==> src/rtl/mesh_term_sink.sv <==
// mesh_term_sink: drains one mesh output port into a local FIFO read by the host.
// Define MESH_TERM_SINK_CHECK_EN to drop misrouted packets and count them in err_cnt.
module mesh_term_sink #(
    parameter int         pckg_sz    = 40,
    parameter int         fifo_depth = 4,
    parameter logic [3:0] MY_ROW     = 4'd0,
    parameter logic [3:0] MY_COL     = 4'd0,
    parameter logic [7:0] bdcst      = 8'hFF
) (
    input  logic               clk,
    input  logic               reset,
    input  logic               pndng,
    input  logic [pckg_sz-1:0] data_out,
    output logic               pop,
    output logic [pckg_sz-1:0] out_data,
    output logic               out_valid,
    input  logic               out_ready,
    output logic [15:0]        rx_cnt,
    output logic [15:0]        err_cnt,
    output logic               full
);

    localparam int AW = $clog2(fifo_depth);

    typedef enum logic [1:0] {IDLE, POP, SETTLE} state_t;

    state_t             state, next_state;
    logic [pckg_sz-1:0] mem [fifo_depth];
    logic [AW:0]        wr_ptr, rd_ptr;
    logic [pckg_sz-1:0] stage_data;
    logic               stage_valid;
    logic               host_read;
    logic               push;
    logic               match;

`ifdef MESH_TERM_SINK_CHECK_EN
    logic [7:0] dest;
    assign dest  = data_out[pckg_sz-9:pckg_sz-16];
    assign match = (dest == {MY_ROW, MY_COL}) || (dest == bdcst);
`else
    logic unused_cfg;
    assign unused_cfg = ^{MY_ROW, MY_COL, bdcst};
    assign match      = 1'b1;
`endif

    assign out_valid = (wr_ptr != rd_ptr);
    assign full      = (wr_ptr[AW] != rd_ptr[AW]) && (wr_ptr[AW-1:0] == rd_ptr[AW-1:0]);
    assign out_data  = out_valid ? mem[rd_ptr[AW-1:0]] : '0;
    assign host_read = out_ready && out_valid;
    assign push      = (state == SETTLE) && stage_valid;

    // A concurrent host read frees a slot, so a full FIFO may still start a pop.
    always_comb begin
        next_state = state;
        case (state)
            IDLE:    if (pndng && (!full || host_read)) next_state = POP;
            POP:     next_state = SETTLE;
            SETTLE:  next_state = IDLE;
            default: next_state = IDLE;
        endcase
    end

    always_ff @(posedge clk or negedge reset) begin
        if (!reset) begin
            state <= IDLE;
            pop   <= 1'b0;
        end else begin
            state <= next_state;
            pop   <= (next_state == POP);
        end
    end

    // The word is staged at the end of POP and written at the end of SETTLE.
    always_ff @(posedge clk or negedge reset) begin
        if (!reset) begin
            stage_data  <= '0;
            stage_valid <= 1'b0;
            rx_cnt      <= 16'd0;
        end else if (state == POP) begin
            stage_data  <= data_out;
            stage_valid <= match;
            if (match && rx_cnt != 16'hFFFF) rx_cnt <= rx_cnt + 16'd1;
        end else if (state == SETTLE) begin
            stage_valid <= 1'b0;
        end
    end

`ifdef MESH_TERM_SINK_CHECK_EN
    always_ff @(posedge clk or negedge reset) begin
        if (!reset) begin
            err_cnt <= 16'd0;
        end else if (state == POP && !match && err_cnt != 16'hFFFF) begin
            err_cnt <= err_cnt + 16'd1;
        end
    end
`else
    assign err_cnt = 16'd0;
`endif

    always_ff @(posedge clk or negedge reset) begin
        if (!reset) begin
            wr_ptr <= '0;
            rd_ptr <= '0;
        end else begin
            if (push)      wr_ptr <= wr_ptr + (AW+1)'(1);
            if (host_read) rd_ptr <= rd_ptr + (AW+1)'(1);
        end
    end

    always_ff @(posedge clk) begin
        if (push) mem[wr_ptr[AW-1:0]] <= stage_data;
    end

endmodule

==> config.mk <==
export PLATFORM = sky130hd
export DESIGN_NAME = mesh_term_sink
export DESIGN_NICKNAME = d
export VERILOG_FILES = /design/src/rtl/mesh_term_sink.sv
export SDC_FILE = /design/constraint.sdc
export NUM_CORES = 1
export LEC_CHECK = 0
export ABC_CLOCK_PERIOD_IN_PS = 3200
export BUFFER_PORTS_ARGS = -buffer_cell sky130_fd_sc_hd__buf_2
export CORE_AREA = 2 2 163 165
export DETAILED_ROUTE_END_ITERATION = 12
export DIE_AREA = 0 0 165 167
export PLACE_DENSITY = 0.6
export SYNTH_ARGS = -nofsm -noshare
export SYNTH_HDL_FRONTEND = slang
export SYNTH_SLANG_ARGS = --single-unit
==> constraint.sdc <==
create_clock -name clk -period 3.2 [get_ports clk]
set_input_delay 0.48 -clock clk [delete_from_list [all_inputs] [get_ports clk]]
set_output_delay 0.48 -clock clk [all_outputs]
set_load 0.01 [all_outputs]
==> metrics.cfg <==
[timing]
setup_violations = 0
finalSetupTns_ns = 0
post-route-min-period_ns = 2.928
slew_headroom = 0.3581
fin_crit_sh = 0.9150
slew_violations = 0
rsz0062_at_grt = false
timing.fmax_ghz = 0.3415
whs_ns = 0.1394
worst_pin_slew_ns = 0.9628
finalHoldViolations = 0
skew_ns = 0.009001

[die]
coreArea_um2 = 25760
die_w_um = 165
initial_core_util = 0.3462
num_rows = 59
ioPinCount = 119
chipHeight_um = 167
dieArea_um2 = 27560

[power]
power_frac_clock = 0.261
seqPwrFrac = 0.447
combPwrFrac = 0.292
p_per_area_nw_per_um2 = 950.0
p_int_mw = 6.986
ir_drop_mv = 0.4313
p_leak_nw = 3.955
p_sw_mw = 3.071
sw_frac_of_total = 0.3053

[setup_path]
r2r-end = rd_ptr[1]
critical_path.startpoint_type = flip-flop
crit_type = flip-flop to primary output
worstRegToRegCells = 4
critPathMaxFanout = 27
arrival_ns = 2.45
end_kind = primary output
r2r_slack_ns = 1.14
critical_path_required_ns = 2.72
r2r_start = rd_ptr[1]

[global_route]
globalRoute.totalOverflow = 0
grt_max_degree = 67
grt_usage = 0.1295
antenna_found_initial = 2
grt_first_pass_wirelength_um = 27200
grt_pass1_vias = 4794

[clock_network]
clock-sinks = 226
cts_tree = built
cts_setup_buffers = 0
cts_resized = 0
clock_latency_ns = 0.50
cts-buffers-inserted = 25
clockBufferDepth = 3
clockRootBuffer = clkbuf_16
cts_hold_buffers = 0
clk_pin_slew_worst_paths_ns = 0.06
htree_levels = 1

[yosys]
synth_compound_area_frac = 0.007435
synth.yosys.seq_area_share = 0.7239
synth-main-ff-cell = edfxtp_1
yosys_warnings = 0
syn_inst = 473
synth_top_family_by_area = multiplexers
syn_area_um2 = 8919
async_flop_share = 0.2920
ys_ff_latch = 226
synth_edf_count = 160
synthMuxAreaShare = 0.1591
avgSynthCellArea_um2 = 18.86
synth-simple-area-share = 0.05443
synthAdderAreaFrac = 0.01263
ys_types = 31
synth-xor-area-share = 0.01669

[place]
place_congestion = 0.8221
port_buffers = 102
hpwl_um = 11070

[min_path]
hold_path.class = input pin to asynchronous set/reset pin

[layout]
num-nets-final = 647
area_growth_pct = 18.70
final_cell_mix = edfxtp_1, buf_2, dfrtp_1, mux2_2, and2_1
fillerInstances = 2317
final_common_cell = edfxtp_1
layout-drive-gt1-share = 0.4036

[routing]
drcViolationCount = 0
dr.pass1.iters = 4
initialDrtViolationCount = 179
vias = 4477
drtAntennaViolNets = 0
routed_wl_um = 17670
wl_per_cell_um = 18.62
vias_per_cell = 4.718

[job]
cap_violations = 0

[status]
status = finished, final reports clean

per-layer routing:
metal,vias up,part of all wire,GRT usage
met1,2318,0.41,0.1589
met4,0,0.019,0.02836
met3,26,0.060,0.03487
met5,-,0,0
met2,100,0.51,0.2275
li1,2033,-,-
worst max path at each step:
stage / endpoint / cells after the start / slack, ns / startpoint
2_1_floorplan: mem[3][0] / 3 / 1.10 / state[0]
3_3_place_gp: out_data[3] / 4 / 0.78 / rd_ptr[1]
3_5_place_dp: out_data[24] / 5 / 0.77 / rd_ptr[1]
4_1_cts: out_data[24] / 5 / 0.22 / rd_ptr[1]
5_1_grt: out_data[24] / 5 / 0.14 / rd_ptr[1]
6_report: out_data[9] / 5 / 0.27 / rd_ptr[1]
synth_stat cells, drive strengths merged, types with 2 or more instances:
| master | count | area (um^2) |
|---|---|---|
| edfxtp | 160 | 4805 |
| dfrtp | 66 | 1652 |
| mux2 | 46 | 518.0 |
| and2 | 41 | 256.5 |
| mux4 | 40 | 900.9 |
| buf | 26 | 170.2 |
| clkbuf | 10 | 37.54 |
| nand2 | 10 | 37.54 |
| xnor2 | 10 | 87.58 |
| and3 | 9 | 56.30 |
| ha | 9 | 112.6 |
| nand4 | 8 | 50.05 |
| xor2 | 7 | 61.31 |
| inv | 5 | 18.77 |
| nand3 | 4 | 20.02 |
| nor3 | 4 | 20.02 |
| nor2 | 3 | 11.26 |
| o21ai | 3 | 15.01 |
| a31oi | 2 | 12.51 |
worst max-delay path, cell delays in order, from the launching register on:
cell	delay (ns)
dfrtp_2	0.73
xnor2_1	0.22
nand3_2	0.38
buf_12	0.30
and2_1	0.16
buf_2	0.14
power groups by stage:
stage                     sequential (mW)  combinational (mW)  clock, mW
after floorplan                      4.31                2.10          0
after global placement               4.49                2.98          0
after detailed placement             4.56                3.04          0
after CTS                            4.50                3.05       2.70
after global routing                 4.59                3.22       2.81
final                                4.49                2.94       2.62
state kept, by name, indices dropped and copies added (netlist names):
signal,count
mem,160
pop,1
rd_ptr,3
rx_cnt,16
stage_data,40
stage_valid,1
state,2
wr_ptr,3
cells by family (layout without fill, tap and decap cells):
logic type / Yosys count / in the layout
and+or+nand+nor: 83 / 83
adders and majority gates: 9 / 9
other: 1 / 18
buffers and inverters: 41 / 165
AOI/OAI and AO/OA: 10 / 10
muxes: 86 / 86
xor gates and xnor gates: 17 / 17
DFF: 226 / 226
area by class of cell:
| type | instances | area [um^2] | share of cell area |
|---|---|---|---|
| antenna | 2 | 5.005 | 0.0004728 |
| timing repair buffer | 115 | 623.1 | 0.05886 |
| sequential | 226 | 6461 | 0.6103 |
| inverter | 5 | 18.77 | 0.001773 |
| tap | 335 | 419.2 | 0.03959 |
| multi-input combinational | 221 | 2305 | 0.2177 |
| clock inverter | 15 | 110.1 | 0.01040 |
| clock buffer | 30 | 644.4 | 0.06087 |
metrics by stage:
| step | setup slack (ns) | total power [mW] | util | cells | area, um^2 |
|---|---|---|---|---|---|
| after CTS | 0.2199 | 10.25 | 0.4107 | 947 | 10580 |
| final | 0.2720 | 10.06 | 0.4109 | 949 | 10590 |
| after global placement | 0.7784 | 7.472 | 0.3814 | 902 | 9827 |
| after floorplan | 1.097 | 6.403 | - | 488 | 8975 |
| after detailed placement | 0.7657 | 7.595 | 0.3814 | 902 | 9827 |
| after global routing | 0.1365 | 10.62 | 0.4107 | 947 | 10580 |
No activity file was read; power rests on OpenSTA's default activity.
